==> config.mk <==
export PLATFORM = sky130hd
export DESIGN_NAME = layer_sequencer
export DESIGN_NICKNAME = d
export VERILOG_FILES = /design/src/rtl/layer_sequencer.sv
export SDC_FILE = /design/constraint.sdc
export NUM_CORES = 1
export LEC_CHECK = 0
export CAP_MARGIN = 20
export CELL_PAD_IN_SITES_DETAIL_PLACEMENT = 1
export CELL_PAD_IN_SITES_GLOBAL_PLACEMENT = 1
export CORE_MARGIN = 1.5
export CORE_UTILIZATION = 45
export CTS_CLUSTER_DIAMETER = 120
export DETAILED_ROUTE_END_ITERATION = 10
export HOLD_SLACK_MARGIN = 0.02
export PLACE_DENSITY = 0.92
export SLEW_MARGIN = 15
export SYNTH_ARGS = -nofsm -noshare
export SYNTH_HDL_FRONTEND = slang
export SYNTH_SLANG_ARGS = --single-unit
==> constraint.sdc <==
create_clock -name clk -period 5.5 [get_ports clk]
set_input_delay 1.1 -clock clk [delete_from_list [all_inputs] [get_ports clk]]
set_output_delay 1.1 -clock clk [all_outputs]
set_load 0.005 [all_outputs]
==> src/rtl/layer_sequencer.sv <==
// Layer sequencer: walks a host-triggered run through data init and each compute layer,
// with a watchdog on the wait states and a level-sensitive abort.
module layer_sequencer #(
    parameter int LAYER_NUM_WIDTH = 3,
    parameter int LAYER_COUNT     = 5,
    parameter int TIMEOUT_CYCLES  = 65536
) (
    input  logic                       clk,
    input  logic                       rst,
    input  logic                       transmission_start,
    input  logic                       init_fm_data_done,
    input  logic                       weight_data_done,
    input  logic                       layer_ready,
    output logic                       init,
    output logic                       layer_start,
    output logic [LAYER_NUM_WIDTH-1:0] layer_num,
    output logic [1:0]                 layer_type,
    output logic [1:0]                 pre_layer_type,
    output logic                       busy,
    output logic                       seq_done,
    output logic                       seq_error
);
    localparam int                         WD_W       = $clog2(TIMEOUT_CYCLES + 1);
    localparam logic [WD_W-1:0]            WD_LAST    = WD_W'(TIMEOUT_CYCLES - 1);
    localparam logic [LAYER_NUM_WIDTH-1:0] LAST_LAYER = LAYER_NUM_WIDTH'(LAYER_COUNT - 1);

    typedef enum logic [2:0] {
        S_IDLE, S_INIT_REQ, S_WAIT_DATA, S_LAYER_START, S_LAYER_RUN, S_DONE, S_ERROR
    } state_t;

    state_t                     state_q, state_d;
    logic                       ts_prev_q, fm_ok_q, wt_ok_q;
    logic [WD_W-1:0]            wd_q;
    logic [LAYER_NUM_WIDTH-1:0] num_q, num_d;
    logic [1:0]                 type_q, pre_type_q, pre_type_d;
    logic                       init_q, start_q, busy_q, done_q, error_q;
    logic                       wd_expired, abort;

    function automatic logic [1:0] decode_type(input logic [LAYER_NUM_WIDTH-1:0] n);
        logic [1:0] t;
        case (32'(n))
            1, 2:    t = 2'd1;
            3:       t = 2'd2;
            4:       t = 2'd3;
            default: t = 2'd0;
        endcase
        return t;
    endfunction

    always_comb begin
        state_d    = state_q;
        num_d      = num_q;
        pre_type_d = pre_type_q;
        wd_expired = (wd_q == WD_LAST);
        abort      = !transmission_start &&
                     (state_q inside {S_INIT_REQ, S_WAIT_DATA, S_LAYER_START, S_LAYER_RUN});
        // Abort keeps layer_num/pre_layer_type so the host can see where the run stopped.
        if (abort) begin
            state_d = S_IDLE;
        end else begin
            case (state_q)
                S_IDLE: begin
                    if (transmission_start && !ts_prev_q) begin
                        state_d    = S_INIT_REQ;
                        num_d      = '0;
                        pre_type_d = 2'd0;
                    end
                end
                S_INIT_REQ: state_d = S_WAIT_DATA;
                S_WAIT_DATA: begin
                    if (fm_ok_q && wt_ok_q) begin
                        state_d    = S_LAYER_START;
                        num_d      = LAYER_NUM_WIDTH'(1);
                        pre_type_d = 2'd0;
                    end else if (wd_expired) begin
                        state_d = S_ERROR;
                    end
                end
                S_LAYER_START: state_d = S_LAYER_RUN;
                S_LAYER_RUN: begin
                    if (layer_ready) begin
                        pre_type_d = type_q;
                        if (num_q == LAST_LAYER) begin
                            state_d = S_DONE;
                        end else begin
                            num_d   = num_q + LAYER_NUM_WIDTH'(1);
                            state_d = S_LAYER_START;
                        end
                    end else if (wd_expired) begin
                        state_d = S_ERROR;
                    end
                end
                S_DONE, S_ERROR: begin
                    if (!transmission_start) state_d = S_IDLE;
                end
                default: state_d = S_IDLE;
            endcase
        end
    end

    always_ff @(posedge clk) begin
        if (!rst) begin
            state_q    <= S_IDLE;
            ts_prev_q  <= 1'b0;
            fm_ok_q    <= 1'b0;
            wt_ok_q    <= 1'b0;
            wd_q       <= '0;
            num_q      <= '0;
            type_q     <= 2'd0;
            pre_type_q <= 2'd0;
            init_q     <= 1'b0;
            start_q    <= 1'b0;
            busy_q     <= 1'b0;
            done_q     <= 1'b0;
            error_q    <= 1'b0;
        end else begin
            state_q    <= state_d;
            ts_prev_q  <= transmission_start;
            num_q      <= num_d;
            type_q     <= decode_type(num_d);
            pre_type_q <= pre_type_d;
            if (state_d == S_INIT_REQ) begin
                fm_ok_q <= 1'b0;
                wt_ok_q <= 1'b0;
            end else if (state_q == S_WAIT_DATA) begin
                fm_ok_q <= fm_ok_q | init_fm_data_done;
                wt_ok_q <= wt_ok_q | weight_data_done;
            end
            if (state_d != state_q) begin
                wd_q <= '0;
            end else if (state_q inside {S_WAIT_DATA, S_LAYER_RUN}) begin
                wd_q <= wd_q + WD_W'(1);
            end
            // Outputs follow the next state so they line up with state_q.
            init_q  <= (state_d == S_INIT_REQ);
            start_q <= (state_d == S_LAYER_START);
            busy_q  <= !(state_d inside {S_IDLE, S_DONE, S_ERROR});
            done_q  <= (state_d == S_DONE);
            error_q <= (state_d == S_ERROR);
        end
    end

    assign init           = init_q;
    assign layer_start    = start_q;
    assign layer_num      = num_q;
    assign layer_type     = type_q;
    assign pre_layer_type = pre_type_q;
    assign busy           = busy_q;
    assign seq_done       = done_q;
    assign seq_error      = error_q;

endmodule

## Word level (Yosys, flattened, before mapping)

Cells that the tools add are included.

| storage, ports and cells | value |
|---|---|
| register bits after elaboration | 35 |
| latch bits | 0 |
| output and inout port bits | 12 |
| memory bits (writable) | 0 |
| input bits | 6 |
| memories | 0 |
| ROM bits | 0 |

| operators by class | value |
|---|---|
| bitwise gates (word level) | 4 |
| shifts and indexed selects | 0 |
| add/sub/neg operators | 2 |
| eq/ne operators | 20 |
| $mul | 0 |
| order comparisons | 0 |
| divide/modulo/power cells | 0 |
| reductions and logical operators | 17 |
| multiplexer cells | 19 |

Operator list:

| cell | count |
|---|---|
| $mux W3 | 12 |
| $eq A3 B3 Y1 const B | 7 |
| $pmux W3 S6 | 1 |
| $add A17 B1 Y17 const B | 1 |
| $eq A17 B16 Y1 const B | 1 |
| $eq A3 B2 Y1 const B | 5 |
| $pmux W2 S3 | 2 |
| $eq A3 B1 Y1 const B | 3 |
| $pmux W3 S3 | 1 |
| $reduce_or A2 Y1 | 4 |
| $logic_not A3 Y1 | 2 |
| $mux W2 | 3 |
| $ne A2 B2 Y1 const B | 3 |
| $reduce_bool A3 Y1 | 2 |
| $reduce_and A5 Y1 | 1 |
| $reduce_bool A4 Y1 | 1 |
| $add A3 B1 Y3 const B | 1 |
| $logic_and A1 B1 Y1 | 3 |
| $logic_not A1 Y1 | 3 |
| $ne A3 B3 Y1 | 1 |
| $not A1 Y1 | 2 |
| $or A1 B1 Y1 | 2 |
| $reduce_bool A2 Y1 | 1 |

## Depth between registers and ports, before layout

| depth | value |
|---|---|
| depth after elaboration | 8 |
| gate-level depth with buffers | 11 |

## Worst setup path before layout

Ideal clock, no wire load.

| timing path | value |
|---|---|
| path kind | input to register |
| from | input transmission_start |
| to | register wd_q[10] |
| cell stages on the path | 8 |
| buffers on the path | 3 |
| setup slack | 2.853 ns |
| data arrival time | 2.519 ns |
| data required time | 5.372 ns |
| cell sequence | clkbuf_1 -> clkbuf_1 -> nor2_1 -> o31ai_1 -> nor3_1 -> nand3_1 -> clkbuf_1 -> nor2_1 |

| between the ends | value |
|---|---|
| cells in the longest elaborated chain, start to end | 6 |
| elaborated cells between the ends (all ways) | 9 |
| those cells by class | eq/ne: 1; mux: 4; reduce/logical: 4 |

RTL lines:

| what | RTL line | source |
|---|---|---|
| start, declared | 10 | `input logic transmission_start,` |
| $logic_and A1 B1 Y1 | 63 | `if (transmission_start && !ts_prev_q) begin` |
| $mux W3 | 63 |  |
| $pmux W3 S6 | 61 | `case (state_q)` |
| $mux W3 * | 58 | `if (abort) begin` |
| $ne A3 B3 Y1 * | 129 | `if (state_d != state_q) begin` |
| $reduce_or A2 Y1 (no source line) * | - |  |
| end signal, assigned | 132 | `wd_q <= wd_q + WD_W'(1);` |
| end, declared | 33 | `logic [WD_W-1:0] wd_q;` |

Every way passes the cells marked *; elsewhere a longest branch is shown, timed or not.
A chain may end at the register's enable or synchronous reset.

## Worst setup path after layout

| timing path | value |
|---|---|
| from | input transmission_start |
| to | register wd_q[16] |

Same word-level chain as after synthesis.

==> impl_results.md <==
- Core box area: 0.00374 mm²
- Die height: 66.2 µm
- Hold_sp: wt_ok_q$_SDFFE_PP0P_
- Hold Path End: wt_ok_q$_SDFFE_PP0P_
- Fin worst setup slack: 2.17 ns
- Starting utilization of the core area: 48.0%
- Reg-to-reg endpoint: wd_q[12]$_SDFFE_PP0P_
- Worst-path cell chain: clkdlybuf4s50_1 -> nor3b_1 -> o21ai_0 -> nand2_1 -> nand2_1 -> nand3_1 -> a211oi_1
- GPL Wtd Cong: 0.801
- Arr. time, crit path: 3.53 ns
- Final hold viol count: 0
- Hold depth: 2
- Biggest area consumer among synthesized cells: dfxtp_1
- CTS tree: done
- GRT Resource Usage Total: 22.4%
- Synth cell types: 45
- Clock-pin slew on the worst setup and hold paths: 0.08 ns
- Number of global-route vias before repair: 1566
- Worst Setup Start Kind: input pin
- CTS Sinks: 35
- Nets: 239
- Hold buffer count at CTS: 0
- Static Leakage: 0.712 nW
- Clk buf depth: 2
- Share of flip-flops with an asynchronous set or reset: 0%
- Slowest CP cell: clkdlybuf4s50_1
- Crit path max fanout: 19
- CP bufs+invs: 1
- I/O Buffers: 17
- Worst flop-to-flop path startpoint: wd_q[6]$_SDFFE_PP0P_
- Clock Tree Root: clkbuf_8
- Post-CTS Setup Repair Bufs: 0
- Antenna Cells: 0
- Minimum clock period: 3.33 ns
- Die ar.: 0.00438 mm²
- Synth top area cells: dfxtp_1 (39%), nor2_1 (6.1%), xor2_1 (4.9%)
- First-pass GRT wire length: 7350 µm
- Hold/Removal Path Class: reg -> reg
- Number of synthesized flops with an enable pin: 0
- Layout overhead on the synthesized area: 15.7%
- Dpl hpwl: 3070 µm
- Io pins: 18
- Std cell rows: 22
- Final Routed Wirelength: 4440 µm
- Mapped Cells: 215
- Worst-Margin Slew: 0.902 ns
- Crit share post-route: 60.5%
- Dpl ws: 1.93 ns
- Peak supply drop: 0.000182 V
- Register area share after synthesis: 39.0%
- Total gr overflow: 0
- Delay-heaviest family, CP: simple AND/OR/NAND/NOR gates
- Synth warn: 0
- Synth top area share: 39.0%
- Final Cell Area: 0.00208 mm²
- Initial antenna violation count: 0
- Drt drc: 0
- Outcome: finished clean
- Max Cap Viol: 0
- R2R cell count: 10
- DR vias/cell: 5.77
- Initial DRC Count: 59
- PwrDens: 261 mW/mm²
- Clk_skew: 0.0121 ns
- Number of iterations in the first detailed-routing pass: 4
- Cts repair resizes: 0
- Mapped Area: 0.00180 mm²
- CTS H-tree depth: 2
- RSZ-0062 raised after global routing: false
- Slew Limit Fails: 0
- Area post-placement: 0.00198 mm²
- Later-pin clock latency in the skew report: 0.30 ns
- Die Width: 66.2 µm
- Crit path kind: in -> reg
- Most common cell on crit path: nand2_1
- Commonest non-fill, non-tap cells in the layout: dfxtp_1 (35), nor2_1 (29), clkdlybuf4s50_1 (17)
- Max Clock Freq: 301 MHz
- R2r setup slk: 2.77 ns
- Rel. slew slack: 39.3%
- Syn Nets: 225
- Syn_area_per_cell: 8.35 µm²
- Largest net degree at the start of global routing: 26
- Main synth FF type: dfxtp_1
- Vias: 1604
- WL/cell: 16.0 µm
- CTS Buf Count: 5
- Setup Viol. Count Final: 0
- Final setup TNS: 0 ns
- CP Data Required Time: 5.70 ns
- CP max stage delay: 0.70 ns
- Number of synthesized register bits: 35
- Post-route ant nets: 0
- Crit end category: flip-flop
- Hold_ws: 0.515 ns
- Ratio of cells with drive above 1 in the final layout: 4.78%
- Commonest non-fill, non-tap cell in the layout: dfxtp_1
-- layer usage --
metal  global-route usage [%]  share of wire, %  up-vias
li1                         -                 -      790
met1                     28.6                46      778
met2                     36.6                49       30
met3                     6.13               3.4        6
met4                     6.89               1.2        0
met5                        0                 0        -
-- Yosys cell counts, types with 2 or more instances --
| library cell | count |
|---|---|
| dfxtp_1 | 35 |
| nor2_1 | 29 |
| nand2_1 | 14 |
| nand3_1 | 11 |
| a21oi_1 | 10 |
| xor2_1 | 10 |
| o21ai_0 | 9 |
| xnor2_1 | 8 |
| clkbuf_1 | 6 |
| inv_1 | 6 |
| nor2b_1 | 6 |
| and2_1 | 5 |
| and3_1 | 4 |
| ha_1 | 4 |
| nand4_1 | 4 |
| nor3_1 | 4 |
| nor3b_1 | 4 |
| o31ai_1 | 4 |
| a21boi_0 | 3 |
| buf_2 | 3 |
| nand2b_1 | 3 |
| nor4_1 | 3 |
| a22oi_1 | 2 |
| a311oi_1 | 2 |
| a31oi_1 | 2 |
| and4_1 | 2 |
| mux2i_1 | 2 |
| nand4b_1 | 2 |
| o211ai_1 | 2 |
-- kinds of logic (layout without fill, tap and decap cells) --
kind of cell             after synthesis  after routing  synth area share (%)
AND/OR/NAND/NOR                       98             98                  28.8
adder cells (fa/ha/maj)                5              5                  3.35
multiplexers                           2              2                  1.12
flip-flops                            35             35                  39.0
AO/OA/AOI/OAI                         41             41                  15.4
buffers and inverters                 16             31                  3.55
XOR/XNOR                              18             18                  8.78
-- power breakdown --
group	switching [mW]	internal (mW)
clock network	0.106	0.0905
registers	0.0138	0.261
logic	0.0421	0.0299
-- metrics by stage --
stage | power, mW | cells | utilization [%]
2_1_floorplan | 0.328 | 215 | -
3_3_place_gp | 0.349 | 270 | 53.0
3_5_place_dp | 0.351 | 270 | 53.0
4_1_cts | 0.545 | 278 | 55.5
5_1_grt | 0.565 | 278 | 55.5
6_report | 0.542 | 278 | 55.5
-- worst max-delay path by stage --
stage,start,endpoint,cells past startpoint
after global placement,transmission_start,layer_type[1]$_SDFF_PN0_,7
after global routing,transmission_start,wd_q[16]$_SDFFE_PP0P_,7
final,transmission_start,wd_q[16]$_SDFFE_PP0P_,7
after CTS,transmission_start,wd_q[16]$_SDFFE_PP0P_,7
after floorplan,transmission_start,wd_q[10]$_SDFFE_PP0P_,8
after detailed placement,transmission_start,wd_q[16]$_SDFFE_PP0P_,7
-- tightest hold or removal path, delay by kind of cell (launching register included) --
family	cells	cell delay (ns)
simple gates	1	0.08
compound gates	1	0.05
flops	1	0.36
-- cell type report --
class                      count  area, µm²
clock buffer                   5       68.8
clock inverter                 3       23.8
fill                         467       1670
inverter                       6       22.5
multi-input combinational    164       1030
sequential                    35        701
tap                           48       60.1
timing repair buffer          17        170
-- state kept, by name (all words and copies together) (netlist names), 2 cells and up --
name and flops:
pre_layer_type 2, layer_type 2, wd_q 17, state_q 3, layer_num 3
(Power assumes the default switching activity.)
